--- src/rtl/ucode_loader_ctrl_if.sv ---
// Load-beat channel between the microcode source and the loader controller.
// The master supplies addressed words; the slave applies backpressure through ld_ready.
interface ucode_loader_ctrl_if;
  logic        ld_valid;
  logic        ld_ready;
  logic        ld_sel;
  logic [31:0] ld_addr;
  logic [31:0] ld_data;
  logic        ld_last;

  modport master (
    output ld_valid, ld_sel, ld_addr, ld_data, ld_last,
    input  ld_ready
  );

  modport slave (
    input  ld_valid, ld_sel, ld_addr, ld_data, ld_last,
    output ld_ready
  );
endinterface

--- src/rtl/ucode_loader_ctrl.sv ---
// Microcode loader/run controller: streams load beats into core instruction/data memory,
// then runs the core until it halts or the watchdog expires.
module ucode_loader_ctrl #(
  parameter int IMEM_DEPTH = 1024,
  parameter int DMEM_DEPTH = 1024,
  parameter int RUN_LIMIT  = 4096
) (
  input  logic                clk_x,
  input  logic                rst,
  ucode_loader_ctrl_if.slave  ld,
  input  logic                go,
  input  logic                halt,
  output logic [1:0]          mode,
  output logic [31:0]         w_addr,
  output logic [31:0]         in_data,
  output logic                busy,
  output logic                done,
  output logic                timeout,
  output logic                addr_err,
  output logic [15:0]         word_cnt,
  output logic [31:0]         cyc_cnt
);

  typedef enum logic [1:0] {IDLE, LOAD, RUN, STOP} state_t;

  localparam logic [1:0]  MODE_RUN  = 2'b00;
  localparam logic [1:0]  MODE_DWR  = 2'b01;
  localparam logic [1:0]  MODE_IWR  = 2'b10;
  localparam logic [1:0]  MODE_HOLD = 2'b11;
  localparam logic [31:0] IMEM_TOP  = 32'(IMEM_DEPTH);
  localparam logic [31:0] DMEM_TOP  = 32'(DMEM_DEPTH);
  localparam logic [31:0] CYC_LAST  = 32'(RUN_LIMIT - 1);

  state_t state, state_next;
  logic   accept, in_range;
  logic   start_load, start_run, end_halt, end_wd;
  logic   wr_pend, wr_sel, last_pend;

  assign ld.ld_ready = (state != RUN);
  assign accept      = ld.ld_valid && ld.ld_ready;
  assign in_range    = ld.ld_sel ? (ld.ld_addr < DMEM_TOP) : (ld.ld_addr < IMEM_TOP);
  assign busy        = (state == LOAD) || (state == RUN);

  // NOTE: sequential state uses non-blocking assignments so every flop samples pre-edge values.
  always_ff @(posedge clk_x or negedge rst) begin
    if (!rst) state <= IDLE;
    else      state <= state_next;
  end

  // NOTE: every combinational output gets a default first, so no path can infer a latch.
  always_comb begin
    state_next = state;
    start_load = 1'b0;
    start_run  = 1'b0;
    end_halt   = 1'b0;
    end_wd     = 1'b0;
    case (state)
      IDLE, STOP: begin
        // A beat always wins over go in the same cycle.
        if (accept) begin
          state_next = LOAD;
          start_load = 1'b1;
        end else if (go) begin
          state_next = RUN;
          start_run  = 1'b1;
        end
      end
      LOAD: begin
        // The cycle presenting the last beat's write ends the burst, unless a new one starts.
        if (last_pend) begin
          if (accept) start_load = 1'b1;
          else        state_next = IDLE;
        end
      end
      RUN: begin
        if (halt) begin
          state_next = STOP;
          end_halt   = 1'b1;
        end else if (cyc_cnt == CYC_LAST) begin
          state_next = STOP;
          end_wd     = 1'b1;
        end
      end
      default: state_next = IDLE;
    endcase
  end

  always_comb begin
    mode = MODE_HOLD;
    if (state == RUN)  mode = MODE_RUN;
    else if (wr_pend)  mode = wr_sel ? MODE_DWR : MODE_IWR;
  end

  // NOTE: the async reset also clears wr_pend, so a write in flight is dropped, not replayed.
  always_ff @(posedge clk_x or negedge rst) begin
    if (!rst) begin
      wr_pend   <= 1'b0;
      wr_sel    <= 1'b0;
      last_pend <= 1'b0;
      w_addr    <= '0;
      in_data   <= '0;
      word_cnt  <= '0;
      cyc_cnt   <= '0;
      done      <= 1'b0;
      timeout   <= 1'b0;
      addr_err  <= 1'b0;
    end else begin
      wr_pend   <= accept && in_range;
      last_pend <= accept && ld.ld_last;

      // Out-of-range beats leave the core write bus untouched.
      if (accept && in_range) begin
        wr_sel  <= ld.ld_sel;
        w_addr  <= ld.ld_addr;
        in_data <= ld.ld_data;
      end

      if (start_load) begin
        word_cnt <= in_range ? 16'd1 : 16'd0;
        addr_err <= !in_range;
        done     <= 1'b0;
        timeout  <= 1'b0;
      end else if (accept) begin
        if (!in_range)                 addr_err <= 1'b1;
        else if (word_cnt != 16'hFFFF) word_cnt <= word_cnt + 16'd1;
      end

      if (start_run) begin
        cyc_cnt <= '0;
        done    <= 1'b0;
        timeout <= 1'b0;
      end else if (state == RUN) begin
        cyc_cnt <= cyc_cnt + 32'd1;
        if (end_halt) done    <= 1'b1;
        if (end_wd)   timeout <= 1'b1;
      end
    end
  end

endmodule

--- src/flat_wrapper.sv ---
// flat-port wrapper written by rule: the top's interface ports become plain ports
module ucode_loader_ctrl_flat 
#(
  parameter int IMEM_DEPTH = 1024,
  parameter int DMEM_DEPTH = 1024,
  parameter int RUN_LIMIT  = 4096
)
  (clk_x, rst, go, halt, mode, w_addr, in_data, busy, done, timeout, addr_err, word_cnt, cyc_cnt, ld_ld_valid, ld_ld_sel, ld_ld_addr, ld_ld_data, ld_ld_last, ld_ld_ready);
  ucode_loader_ctrl_if ld_i ();
  input  logic clk_x;
  input  logic rst;
  input  logic go;
  input  logic halt;
  output logic [1:0] mode;
  output logic [31:0] w_addr;
  output logic [31:0] in_data;
  output logic busy;
  output logic done;
  output logic timeout;
  output logic addr_err;
  output logic [15:0] word_cnt;
  output logic [31:0] cyc_cnt;
  input wire logic [$bits(ld_i.ld_valid)-1:0] ld_ld_valid;
  input wire logic [$bits(ld_i.ld_sel)-1:0] ld_ld_sel;
  input wire logic [$bits(ld_i.ld_addr)-1:0] ld_ld_addr;
  input wire logic [$bits(ld_i.ld_data)-1:0] ld_ld_data;
  input wire logic [$bits(ld_i.ld_last)-1:0] ld_ld_last;
  output wire logic [$bits(ld_i.ld_ready)-1:0] ld_ld_ready;
  assign ld_i.ld_valid = ld_ld_valid;
  assign ld_i.ld_sel = ld_ld_sel;
  assign ld_i.ld_addr = ld_ld_addr;
  assign ld_i.ld_data = ld_ld_data;
  assign ld_i.ld_last = ld_ld_last;
  assign ld_ld_ready = ld_i.ld_ready;
  ucode_loader_ctrl #(.IMEM_DEPTH(IMEM_DEPTH), .DMEM_DEPTH(DMEM_DEPTH), .RUN_LIMIT(RUN_LIMIT)) u_core (.clk_x(clk_x), .rst(rst), .ld(ld_i), .go(go), .halt(halt), .mode(mode), .w_addr(w_addr), .in_data(in_data), .busy(busy), .done(done), .timeout(timeout), .addr_err(addr_err), .word_cnt(word_cnt), .cyc_cnt(cyc_cnt));
endmodule
--- config.mk ---
export PLATFORM = sky130hd
export DESIGN_NAME = ucode_loader_ctrl_flat
export DESIGN_NICKNAME = d
export VERILOG_FILES = /design/src/rtl/ucode_loader_ctrl_if.sv /design/src/rtl/ucode_loader_ctrl.sv /design/src/flat_wrapper.sv
export SDC_FILE = /design/constraint.sdc
export NUM_CORES = 1
export LEC_CHECK = 0
export CORE_MARGIN = 2
export CORE_UTILIZATION = 35
export DETAILED_ROUTE_END_ITERATION = 8
export GPL_ROUTABILITY_DRIVEN = 0
export SLEW_MARGIN = 25
export SYNTH_ARGS = -nofsm -noshare
export SYNTH_HDL_FRONTEND = slang
export SYNTH_SLANG_ARGS = --single-unit
--- constraint.sdc ---
create_clock -name clk_x -period 4.46 [get_ports clk_x]
set_input_delay 0.892 -clock clk_x [delete_from_list [all_inputs] [get_ports clk_x]]
set_output_delay 0.892 -clock clk_x [all_outputs]
set_load 0.01 [all_outputs]
* Word-level counts from Yosys, hierarchy flattened *
Cells that the tools add are included.

word-level totals
  register bits after elaboration = 120
  input bits = 71

operators by class
  add/sub/neg operators = 2
  magnitude comparators = 1
  eq/ne operators = 11
  muxes and demuxes = 39
  reductions and logical operators = 14

operator list
  cell                                                                             number
  16-bit 2-to-1 mux                                                                4
  32-bit 2-to-1 mux                                                                2
  32-bit by 1-bit adder with 32-bit output (second input constant)                 1
  32-bit by 12-bit equality test with 1-bit output (second input constant)         1
  32-bit by 11-bit less-than comparator with 1-bit output (second input constant)  1
  1-bit 2-to-1 mux                                                                 22
  2-bit 2-to-1 mux                                                                 9
  16-bit by 1-bit adder with 16-bit output (second input constant)                 1
  16-bit inequality test (second input constant)                                   1
  2-bit nonzero test                                                               4
  2-bit inequality test (second input constant)                                    3
  3-bit by 2-bit inequality test with 1-bit output (second input constant)         2
  2-bit one-hot mux with 3 select lines                                            1
  2-bit equality test (second input constant)                                      2
  4-bit AND reduction                                                              1
  1-bit logical AND                                                                3
  3-bit AND reduction                                                              1
  2-bit by 1-bit equality test with 1-bit output (second input constant)           1
  2-bit logical NOT                                                                1
  2-bit by 1-bit inequality test with 1-bit output (second input constant)         1
  1-bit one-hot mux with 2 select lines                                            1
  2-bit AND reduction                                                              1
  2-bit OR reduction                                                               1
  1-bit logical NOT                                                                1
  1-bit logical OR                                                                 1

* Longest topological paths before layout *
Gate-level depths: netlist (run 1).

  depth in word-level cells = 9
  gate-level depth with buffers = 9

* Worst setup path before layout (run 1) *
OpenSTA, ideal clock, no wires.

  path kind = input -> register
  start = in ld_ld_addr[31]
  end = reg u_core.word_cnt[11]
  setup time = 0.077 ns
  arrival time = 2.262 ns
  required time = 4.383 ns
  setup slack = 2.121 ns
  stages on the path = 6
  path buffers = 1
  path through = nor4_2 and4_1 nand3_2 buf_6 or4_1 a21oi_1

on the way
  longest elaborated chain between the ends = 3

RTL lines
  element                                                  line                      source
  start, declared                                          flat_wrapper.sv:25        input wire logic [$bits(ld_i.ld_addr)-1:0] ld_ld_addr;
  32-bit by 11-bit less-than comparator with 1-bit output  ucode_loader_ctrl.sv:41   assign in_range = ld.ld_sel ? (ld.ld_addr < DMEM_TOP) : (ld.ld_addr < IMEM_TOP);
  2-bit nonzero test (no source line)                      -
  3-bit AND reduction (no source line)                     -
  end signal, assigned                                     ucode_loader_ctrl.sv:119  word_cnt <= in_range ? 16'd1 : 16'd0;
  end signal, assigned                                     ucode_loader_ctrl.sv:125  else if (word_cnt != 16'hFFFF) word_cnt <= word_cnt + 16'd1;
  end, declared                                            ucode_loader_ctrl.sv:20   output logic [15:0] word_cnt,

No other way between the ends.
A chain may end at the register's enable or synchronous reset.

* Worst setup path in the final report (run 1) *
  start = in ld_ld_addr[30]
  end = reg u_core.word_cnt[10]

Same word-level chain as after synthesis.

==> impl_metrics.yaml, run 1 <==
timing:
  min_period_ns: 2.91
  post-route-period-util_pct: 65.2
  max_freq_ghz: 0.344
  setup_viol: 0
  setup_tns_ns: 0
  worstMarginPinSlew_ns: 0.948
  relSlewSlack_pct: 36.6
  skew_ns: 0.00525
  slew_viol_final: 0
  rsz0062_at_grt: "false"
  hold_ws_ns: 0.462
  timing.final.hold_violations: 0
detailed_routing:
  route.detailed.drc: 0
  first_pass_iters: 5
  wirelength_um: 14500
  viasPerCell: 4.96
  wl_per_cell_um: 15.4
  ant_nets: 0
  dr_total_vias: 4691
  dr.first_iter.drc_count: 301
synthesis:
  synth_warnings: 0
  synth-edff-count: 0
  synth_cell_types: 43
  ys_async_sr_fraction_pct: 100
  synthCells: 556
  syn-cell-area_um2: 5350
  ys_seq_area_share_pct: 56.1
  avgSynthCellArea_um2: 9.62
  synth-main-ff-cell: "dfrtp_1"
  syn_nets: 631
  ys_ff_latch: 120
placed_design:
  placedCellCount: 914
  io_buffers: 189
  dp_hpwl_um: 10300
final_layout:
  nets: 820
  register_area_um2: 3000
  area_growth_pct: 50.2
  fin_cells: 946
  drive_gt1_share_pct: 6.99
  fill_cells: 1355
  multi_input_area_um2: 2210
  diodes: 0
power:
  power_density_nw_per_um2: 378
  irDropWorstVdd_v: 0.000239
  p_leak_nw: 3.64
  seq_power_share_pct: 38.1
  p_switching_mw: 0.759
  clockPowerShare_pct: 46.2
  switching_share_pct: 25.0
  pwr-share-comb_pct: 15.7
  intPower_mw: 2.28
clock_tree:
  clock-root-buffer: "clkbuf_16"
  clockBufferDepth: 2
  cts_hold_buf: 0
  post_cts_resized: 0
  cts_made_buffers: 17
  clk_pin_slew_worst_paths_ns: 0.05
  htree_levels: 4
  cts_tree: "yes"
  cts.sinks: 120
  worstSkewPairLatency_ns: 0.41
  postCtsSetupBuffers: 0
global_route:
  grt-ovfl-total: 0
  grt_max_degree: 55
  grt_pass1_vias: 4686
  grt_pass1_wl_um: 23800
  antenna_found_initial: 0
  grt_use_total_pct: 18.6
worst_setup_path:
  crit_type: "in2reg"
  endpoint_kind: "flip-flop"
  startpoint_type: "input pin"
  crit_fanout: 36
  worstPathArrival_ns: 3.16
  crit_required_ns: 4.72
floorplanning:
  io_pins: 190
  core_um2: 15100
  placementRows: 45
  start_util_pct: 35.4
  die_h_um: 128
  die_w_um: 128
  dieArea_um2: 16300
flow_run:
  maxCapViolCount: 0
hold_path:
  hold_path.class: "reg2reg"
run_status:
  outcome: "finished, final reports clean"
-- logic make-up after synthesis --
logic type,after synthesis,synth area share (%)
mux,2,0.374
buf+inv,37,3.09
flops,120,56.1
compound gates,43,4.94
simple gates,320,29.6
fa+ha+maj,4,0.936
xor+xnor,30,4.91
-- power groups by stage --
stage | Sequential, mW | Clock [mW] | Combinational, mW
2_1_floorplan | 1.18 | 0 | 0.231
3_3_place_gp | 1.17 | 0 | 0.472
3_5_place_dp | 1.18 | 0 | 0.479
4_1_cts | 1.16 | 1.43 | 0.480
5_1_grt | 1.16 | 1.49 | 0.534
6_report | 1.16 | 1.40 | 0.477
-- per-layer routing --
metal  part of all wire (%)  track usage (%)  vias up
met5                      0                0        -
met4                    1.7             7.50        0
met3                    9.7             7.83       23
met2                     46             28.2      178
met1                     43             23.5     2233
li1                       -                -     2257
-- placed cells by master, fill, tap and decap left out, types with 2 or more instances in the layout --
cell and n:
clkdlybuf4s50_1 188, nand2_1 145, dfrtp_1 120, nor2_1 44
and2_1 25, xor2_1 23, nand3_1 21, nand4_1 21
a21oi_1 19, clkbuf_16 17, inv_1 12, nor4_1 9
and3_1 9, or4_1 9, xnor2_1 7, o21ai_0 7
buf_4 7, o31ai_1 6, and4_1 5, nor3_1 5
nor4_2 4, or3_1 4, ha_1 4, clkinv_2 4
clkbuf_8 4, nand2b_1 3, nand4b_1 3, or2_2 3
clkbuf_1 3, bufinv_16 3, nor4_4 2, nand3_2 2
mux2i_1 2, o41ai_1 2, a31oi_1 2
-- final cells by class --
class / instances / share of cell area [%]
inverter: 12 / 0.561
multi-input combinational: 399 / 27.5
tap: 188 / 2.93
clock inverter: 8 / 1.46
timing repair buffer: 195 / 24.1
sequential: 120 / 37.4
clock buffer: 24 / 6.12
-- registers in the layout (all words and copies together) (netlist names) --
register and flops:
u_core.state 2, u_core.wr_sel 1, u_core.w_addr 32, u_core.wr_pend 1, u_core.addr_err 1, u_core.timeout 1
u_core.cyc_cnt 32, u_core.last_pend 1, u_core.done 1, u_core.in_data 32, u_core.word_cnt 16
-- Yosys cell counts, types with 2 or more instances --
cell type | n | area, µm²
nand2_1 | 145 | 544
dfrtp_1 | 120 | 3000
nor2_1 | 45 | 169
and2_1 | 25 | 156
xor2_1 | 23 | 201
nand3_1 | 22 | 110
nand4_1 | 21 | 131
a21oi_1 | 19 | 95.1
clkbuf_1 | 19 | 71.3
inv_1 | 12 | 45.0
nor4_1 | 11 | 68.8
and3_1 | 9 | 56.3
or4_1 | 9 | 67.6
o21ai_0 | 7 | 35.0
xnor2_1 | 7 | 61.3
o31ai_1 | 6 | 45.0
and4_1 | 5 | 43.8
nor3_1 | 5 | 25.0
ha_1 | 4 | 50.1
or3_1 | 4 | 25.0
buf_2 | 3 | 15.0
buf_6 | 3 | 33.8
nand2b_1 | 3 | 18.8
nand4b_1 | 3 | 26.3
or2_2 | 3 | 18.8
a31oi_1 | 2 | 12.5
mux2i_1 | 2 | 20.0
nor4_2 | 2 | 25.0
nor4_4 | 2 | 42.5
o41ai_1 | 2 | 17.5
-- per-stage QoR --
stage	area (µm²)	power (mW)	util [%]	setup WS (ns)
floorplan	5350	1.41	-	2.12
global placement	7410	1.64	49.1	1.15
detailed placement	7410	1.65	49.1	1.07
CTS	8020	3.07	53.1	1.50
global route	8030	3.18	53.2	1.38
finish	8030	3.03	53.2	1.55
-- worst max-delay path, cell delays in order --
cell and delay (ns):
clkdlybuf4s50_1 0.45, nor4_2 0.32, and4_1 0.29, nand3_2 0.39
buf_4 0.42, nor4_1 0.32, nor3_1 0.07
-- final timing paths --
| kind | from | end | slack [ns] | cells past startpoint |
|---|---|---|---|---|
| worst max-delay path | ld_ld_addr[30] | u_core.word_cnt[10]$_DFFE_PN0P_ | 1.55 | 7 |
| worst min-delay path | u_core.in_data[15]$_DFFE_PN0P_ | u_core.in_data[15]$_DFFE_PN0P_ | 0.46 | 2 |
| worst max register to register | u_core.state[0]$_DFFE_PN0P_ | u_core.cyc_cnt[13]$_DFFE_PN0P_ | 1.79 | 7 |
| worst min register to register | u_core.in_data[15]$_DFFE_PN0P_ | u_core.in_data[15]$_DFFE_PN0P_ | 0.46 | 2 |
| max in group asynchronous | rst | u_core.word_cnt[0]$_DFFE_PN0P_ | 3.00 | 2 |
| min in group asynchronous | rst | u_core.cyc_cnt[2]$_DFFE_PN0P_ | 0.53 | 1 |
No activity file was read; power rests on OpenSTA's default activity.
==> inputs of run 2 (changes only) <==
--- a/config.mk
+++ b/config.mk
@@ -9,6 +9,7 @@
 export CORE_UTILIZATION = 35
 export DETAILED_ROUTE_END_ITERATION = 8
 export GPL_ROUTABILITY_DRIVEN = 0
+export PLACE_DENSITY = 0.67
 export SLEW_MARGIN = 25
 export SYNTH_ARGS = -nofsm -noshare
 export SYNTH_HDL_FRONTEND = slang
==> constraint.sdc (replaced) <==
create_clock -name clk_x -period 2.6 [get_ports clk_x]
set_input_delay 0.52 -clock clk_x [delete_from_list [all_inputs] [get_ports clk_x]]
set_output_delay 0.52 -clock clk_x [all_outputs]
set_load 0.01 [all_outputs]
==> run 2 against run 1 <==
Effect of this change:
- non-clock buffer count rose by 8
- sequential share of layout area fell by 0.21 points
- via count rose by 2.6%
- worst setup slack got worse by 1.3 ns
- sequential cell count did not move
- total power rose by 68%
- register-to-register slack got worse by 1.3 ns
- clock-buffer cell count fell by 3
- routed wire length rose by 0.11%
- clock power rose by 61%
- sequential power rose by 71%
- first-iteration DRC count rose by 17%
- largest cell class unchanged
==> impl_metrics.yaml, run 2 (synthesis results as in run 1) <==
global_route:
  grt_use_total_pct: 18.3
  grt-ovfl-total: 0
  antenna_found_initial: 0
  grt_pass1_wl_um: 23700
  grt_pass1_vias: 4864
  grt_max_degree: 121
power:
  clockPowerShare_pct: 44.3
  pwr-share-comb_pct: 16.8
  switching_share_pct: 25.5
  power_mw: 5.10
  p_switching_mw: 1.30
  seq_power_share_pct: 38.9
  power_density_nw_per_um2: 631
  irDropWorstVdd_v: 0.000387
  intPower_mw: 3.80
  p_leak_nw: 3.67
clock_tree:
  worstSkewPairLatency_ns: 0.40
  cts_made_buffers: 17
  cts_tree: "yes"
  post_cts_resized: 0
  clock-root-buffer: "clkbuf_16"
  clk_pin_slew_worst_paths_ns: 0.05
  cts.sinks: 120
  clockBufferDepth: 2
  postCtsSetupBuffers: 0
  htree_levels: 4
  cts_hold_buf: 0
final_layout:
  diodes: 0
  nets: 828
  layout_common_cells: "clkdlybuf4s50_1 (188), nand2_1 (145), dfrtp_1 (120), nor2_1 (45), and2_1 (25)"
  fin_util_pct: 53.5
  area_growth_pct: 51.1
  drive_gt1_share_pct: 7.72
  layout_commonest_cell: "clkdlybuf4s50_1"
  reg_top3: "u_core.cyc_cnt x32, u_core.in_data x32, u_core.w_addr x32"
timing:
  rsz0062_at_grt: "false"
  skew_ns: 0.00827
  max_freq_ghz: 0.423
  relSlewSlack_pct: 50.4
  min_period_ns: 2.37
  setup_viol: 0
  post-route-period-util_pct: 91.0
  slew_viol_final: 0
  hold_ws_ns: 0.119
  timing.final.hold_violations: 0
  setup_tns_ns: 0
  worstMarginPinSlew_ns: 0.744
  timing.final.ws_setup_ns: 0.234
hold_path:
  hold_path.class: "in2async"
floorplanning:
  die_w_um: 128
  io_pins: 190
  die_h_um: 128
  placementRows: 45
  core_um2: 15100
  dieArea_um2: 16300
  start_util_pct: 35.4
worst_setup_path:
  crit_type: "reg2out"
  crit_family: "buffers and inverters"
  path_common_cell: "inv_1"
  cp_cell_sequence: "inv_1, ha_2, inv_1, clkdlybuf4s50_1"
  endpoint_kind: "primary output"
  worstPathArrival_ns: 1.85
  critical_path_depth: 4
  crit_fanout: 13
  startpoint_type: "flip-flop"
  slowest_stage: "clkdlybuf4s50_1"
  rr_startpoint: "u_core.state[0]$_DFFE_PN0P_"
  crit_required_ns: 2.08
  r2r_end: "u_core.word_cnt[8]$_DFFE_PN0P_"
  r2r_slack_ns: 0.45
  crit_buf_inv: 3
  max_stage_delay_ns: 0.51
  worst-r2r-cell-count: 7
placed_design:
  io_buffers: 189
  place_ws_ns: -0.0240
  dp_hpwl_um: 10300
detailed_routing:
  dr.first_iter.drc_count: 353
  ant_nets: 0
  viasPerCell: 5.06
  wl_per_cell_um: 15.3
  wirelength_um: 14600
  dr_total_vias: 4815
  first_pass_iters: 4
  route.detailed.drc: 0
run_status:
  outcome: "finished, final reports clean"
flow_run:
  maxCapViolCount: 0
==> run 2: metrics by stage <==
stage | instance area [µm²] | instances
floorplan | 5350 | 556
global placement | 7510 | 922
detailed placement | 7510 | 922
CTS | 8080 | 952
global route | 8080 | 952
finish | 8080 | 952
==> run 2: power groups by stage <==
stage | Sequential (mW) | Combinational, mW | Clock (mW)
floorplan | 2.02 | 0.396 | 0
global placement | 2.01 | 0.826 | 0
detailed placement | 2.01 | 0.852 | 0
CTS | 1.98 | 0.861 | 2.31
global route | 1.99 | 0.938 | 2.42
finish | 1.98 | 0.858 | 2.26
==> run 2: cell type report <==
class / count / area [µm²]
Fill cell: 1302 / 7010
Multi-Input combinational cell: 399 / 2190
Clock buffer: 21 / 470
Inverter: 12 / 45.0
Clock inverter: 9 / 100
Sequential cell: 120 / 3000
Timing Repair Buffer: 203 / 2030
Tap cell: 188 / 235
==> run 2: worst max path at each step <==
stage	from	end
after floorplan	u_core.word_cnt[0]$_DFFE_PN0P_	u_core.word_cnt[5]$_DFFE_PN0P_
after global placement	ld_ld_addr[25]	u_core.word_cnt[8]$_DFFE_PN0P_
after detailed placement	ld_ld_addr[15]	u_core.word_cnt[4]$_DFFE_PN0P_
after CTS	u_core.state[0]$_DFFE_PN0P_	ld_ld_ready
after global routing	u_core.state[0]$_DFFE_PN0P_	ld_ld_ready
final	u_core.state[0]$_DFFE_PN0P_	ld_ld_ready
==> run 2: layer usage <==
layer,track usage (%),part of all wire (%),up-vias
met5,0,0,-
li1,-,-,2279
met4,6.14,1.4,0
met3,7.37,7.9,16
met1,23.0,43,2324
met2,28.9,48,196
==> inputs of run 3 (changes only) <==
--- a/config.mk
+++ b/config.mk
@@ -8,8 +8,8 @@
 export CORE_MARGIN = 2
 export CORE_UTILIZATION = 35
 export DETAILED_ROUTE_END_ITERATION = 8
+export DONT_BUFFER_PORTS = 1
 export GPL_ROUTABILITY_DRIVEN = 0
-export PLACE_DENSITY = 0.67
 export SLEW_MARGIN = 25
 export SYNTH_ARGS = -nofsm -noshare
 export SYNTH_HDL_FRONTEND = slang
==> run 3 against run 2 <==
Effect of this change:
- the flow now finishes with violations (hold timing)
- via count decreased by 16%
- critical path depth increased by 1
- cell count decreased by 20%
- design area decreased by 23%
- register-to-register slack improved by 0.02 ns
- highest routed layer unchanged
- global-route usage decreased by 2.4 points
- utilization decreased by 12 points
- routed wire length decreased by 12%
- clock skew decreased by 0.00054 ns
- die area unchanged
==> impl_metrics.yaml, run 3 (synthesis results as in run 1) <==
global_route:
  grt-ovfl-total: 0
  grt_max_degree: 121
  antenna_found_initial: 0
  grt_pass1_vias: 3987
  grt_use_total_pct: 15.9
  grt_pass1_wl_um: 20400
run_status:
  outcome: "finished, violations left"
  failed_checks: "hold timing"
detailed_routing:
  wl_per_cell_um: 16.7
  dr.first_iter.drc_count: 301
  wirelength_um: 12800
  ant_nets: 0
  dr_total_vias: 4050
  first_pass_iters: 6
  viasPerCell: 5.31
  route.detailed.drc: 0
timing:
  timing.final.hold_violations: 120
  setup_tns_ns: 0
  hold_ws_ns: -0.193
  setup_viol: 0
  slew_viol_final: 0
  max_freq_ghz: 0.470
  relSlewSlack_pct: 59.2
  worstMarginPinSlew_ns: 0.606
  rsz0062_at_grt: "false"
  post-route-period-util_pct: 81.8
  skew_ns: 0.00773
  min_period_ns: 2.13
worst_setup_path:
  endpoint_kind: "flip-flop"
  slowest_stage: "or4_1"
  worstPathArrival_ns: 2.40
  cp_cell_sequence: "nand3_1, or4_1, nor3_1, o311ai_1, mux2i_1"
  crit_fanout: 5
  startpoint_type: "flip-flop"
  crit_required_ns: 2.87
  max_stage_delay_ns: 0.61
  crit_family: "simple AND/OR/NAND/NOR gates"
  crit_buf_inv: 0
  crit_type: "reg2reg"
clock_tree:
  cts.sinks: 120
  postCtsSetupBuffers: 0
  clk_pin_slew_worst_paths_ns: 0.06
  htree_levels: 4
  cts_tree: "yes"
  post_cts_resized: 0
  worstSkewPairLatency_ns: 0.41
  cts_made_buffers: 17
  clock-root-buffer: "clkbuf_16"
  clockBufferDepth: 2
floorplanning:
  io_pins: 190
  placementRows: 45
  dieArea_um2: 16300
  core_um2: 15100
  die_w_um: 128
  start_util_pct: 35.4
  die_h_um: 128
final_layout:
  multi_input_area_um2: 2190
  reg_top3: "u_core.cyc_cnt x32, u_core.in_data x32, u_core.w_addr x32"
  layout_common_cells: "nand2_1 (145), dfrtp_1 (120), nor2_1 (45), and2_1 (25), xor2_1 (23)"
  nets: 637
  drive_gt1_share_pct: 9.91
  fin_util_pct: 41.3
  layout_commonest_cell: "nand2_1"
  register_area_um2: 3000
  fill_cells: 1469
  area_growth_pct: 16.4
  diodes: 0
power:
  irDropWorstVdd_v: 0.000434
  p_leak_nw: 3.00
  power_density_nw_per_um2: 818
placed_design:
  io_buffers: 0
  dp_hpwl_um: 8880
flow_run:
  maxCapViolCount: 0
hold_path:
  hold_path.class: "in2async"
==> run 3: changes by cell type in the layout (fill, tap and decap cells not counted) <==
cell / delta
clkbuf_8: -3
clkinvlp_4: +2
buf_12: -2
bufinv_16: +3
ha_2: -1
clkinv_2: -4
clkinv_4: +1
ha_1: +1
clkdlybuf4s50_1: -188
buf_4: -1
inv_6: +3
==> run 3: layout make-up <==
class | count | share of cell area [%]
clock buffers | 18 | 6.89
clock inverters | 14 | 3.54
well taps | 188 | 3.78
multi-input cells | 399 | 35.2
flip-flops and latches | 120 | 48.2
inverters | 12 | 0.723
repair buffers | 12 | 1.65
==> run 3: report_power, final <==
part           switching, mW  total, mW  internal [mW]
Sequential            0.0782       2.01           1.93
Combinational          0.340      0.518          0.178
Clock                  0.861       2.57           1.71
Total                   1.28       5.09           3.81
==> run 3: path summary, 6_finish.rpt <==
kind	from	endpoint	slack, ns	cells past startpoint
max	u_core.cyc_cnt[4]$_DFFE_PN0P_	u_core.state[0]$_DFFE_PN0P_	0.47	5
min	rst	u_core.cyc_cnt[5]$_DFFE_PN0P_	-0.19	0
max reg2reg	u_core.cyc_cnt[4]$_DFFE_PN0P_	u_core.state[0]$_DFFE_PN0P_	0.47	5
min reg2reg	u_core.in_data[22]$_DFFE_PN0P_	u_core.in_data[22]$_DFFE_PN0P_	0.54	2
max in group asynchronous	rst	u_core.cyc_cnt[10]$_DFFE_PN0P_	2.53	0
min in group clk_x	ld_ld_data[18]	u_core.in_data[18]$_DFFE_PN0P_	0.22	2
==> run 3: per-stage QoR <==
stage                     cell area, µm²  cells  power, mW  setup slack [ns]  hold slack, ns
after floorplan                     5350    556       2.41             0.520           0.224
after global placement              5580    731       2.55             0.471           0.228
after detailed placement            5580    731       2.56             0.415           0.229
after CTS                           6230    763       5.17             0.417          -0.217
after global routing                6230    763       5.32             0.309          -0.223
final                               6230    763       5.09             0.472          -0.193
==> run 3: worst register-to-register path, cell delays in order, from the launching register on <==
cell and delay, ns:
dfrtp_1 0.46, nand3_1 0.24, or4_1 0.61, nor3_1 0.37, o311ai_1 0.18, mux2i_1 0.15
==> run 3: routing by layer <==
layer	vias to the layer above	GRT usage (%)	wire length, µm
met5	-	0	0
met4	0	5.49	187
met3	18	9.00	1440
met2	168	23.9	5870
met1	1962	19.3	5280
li1	1902	-	-
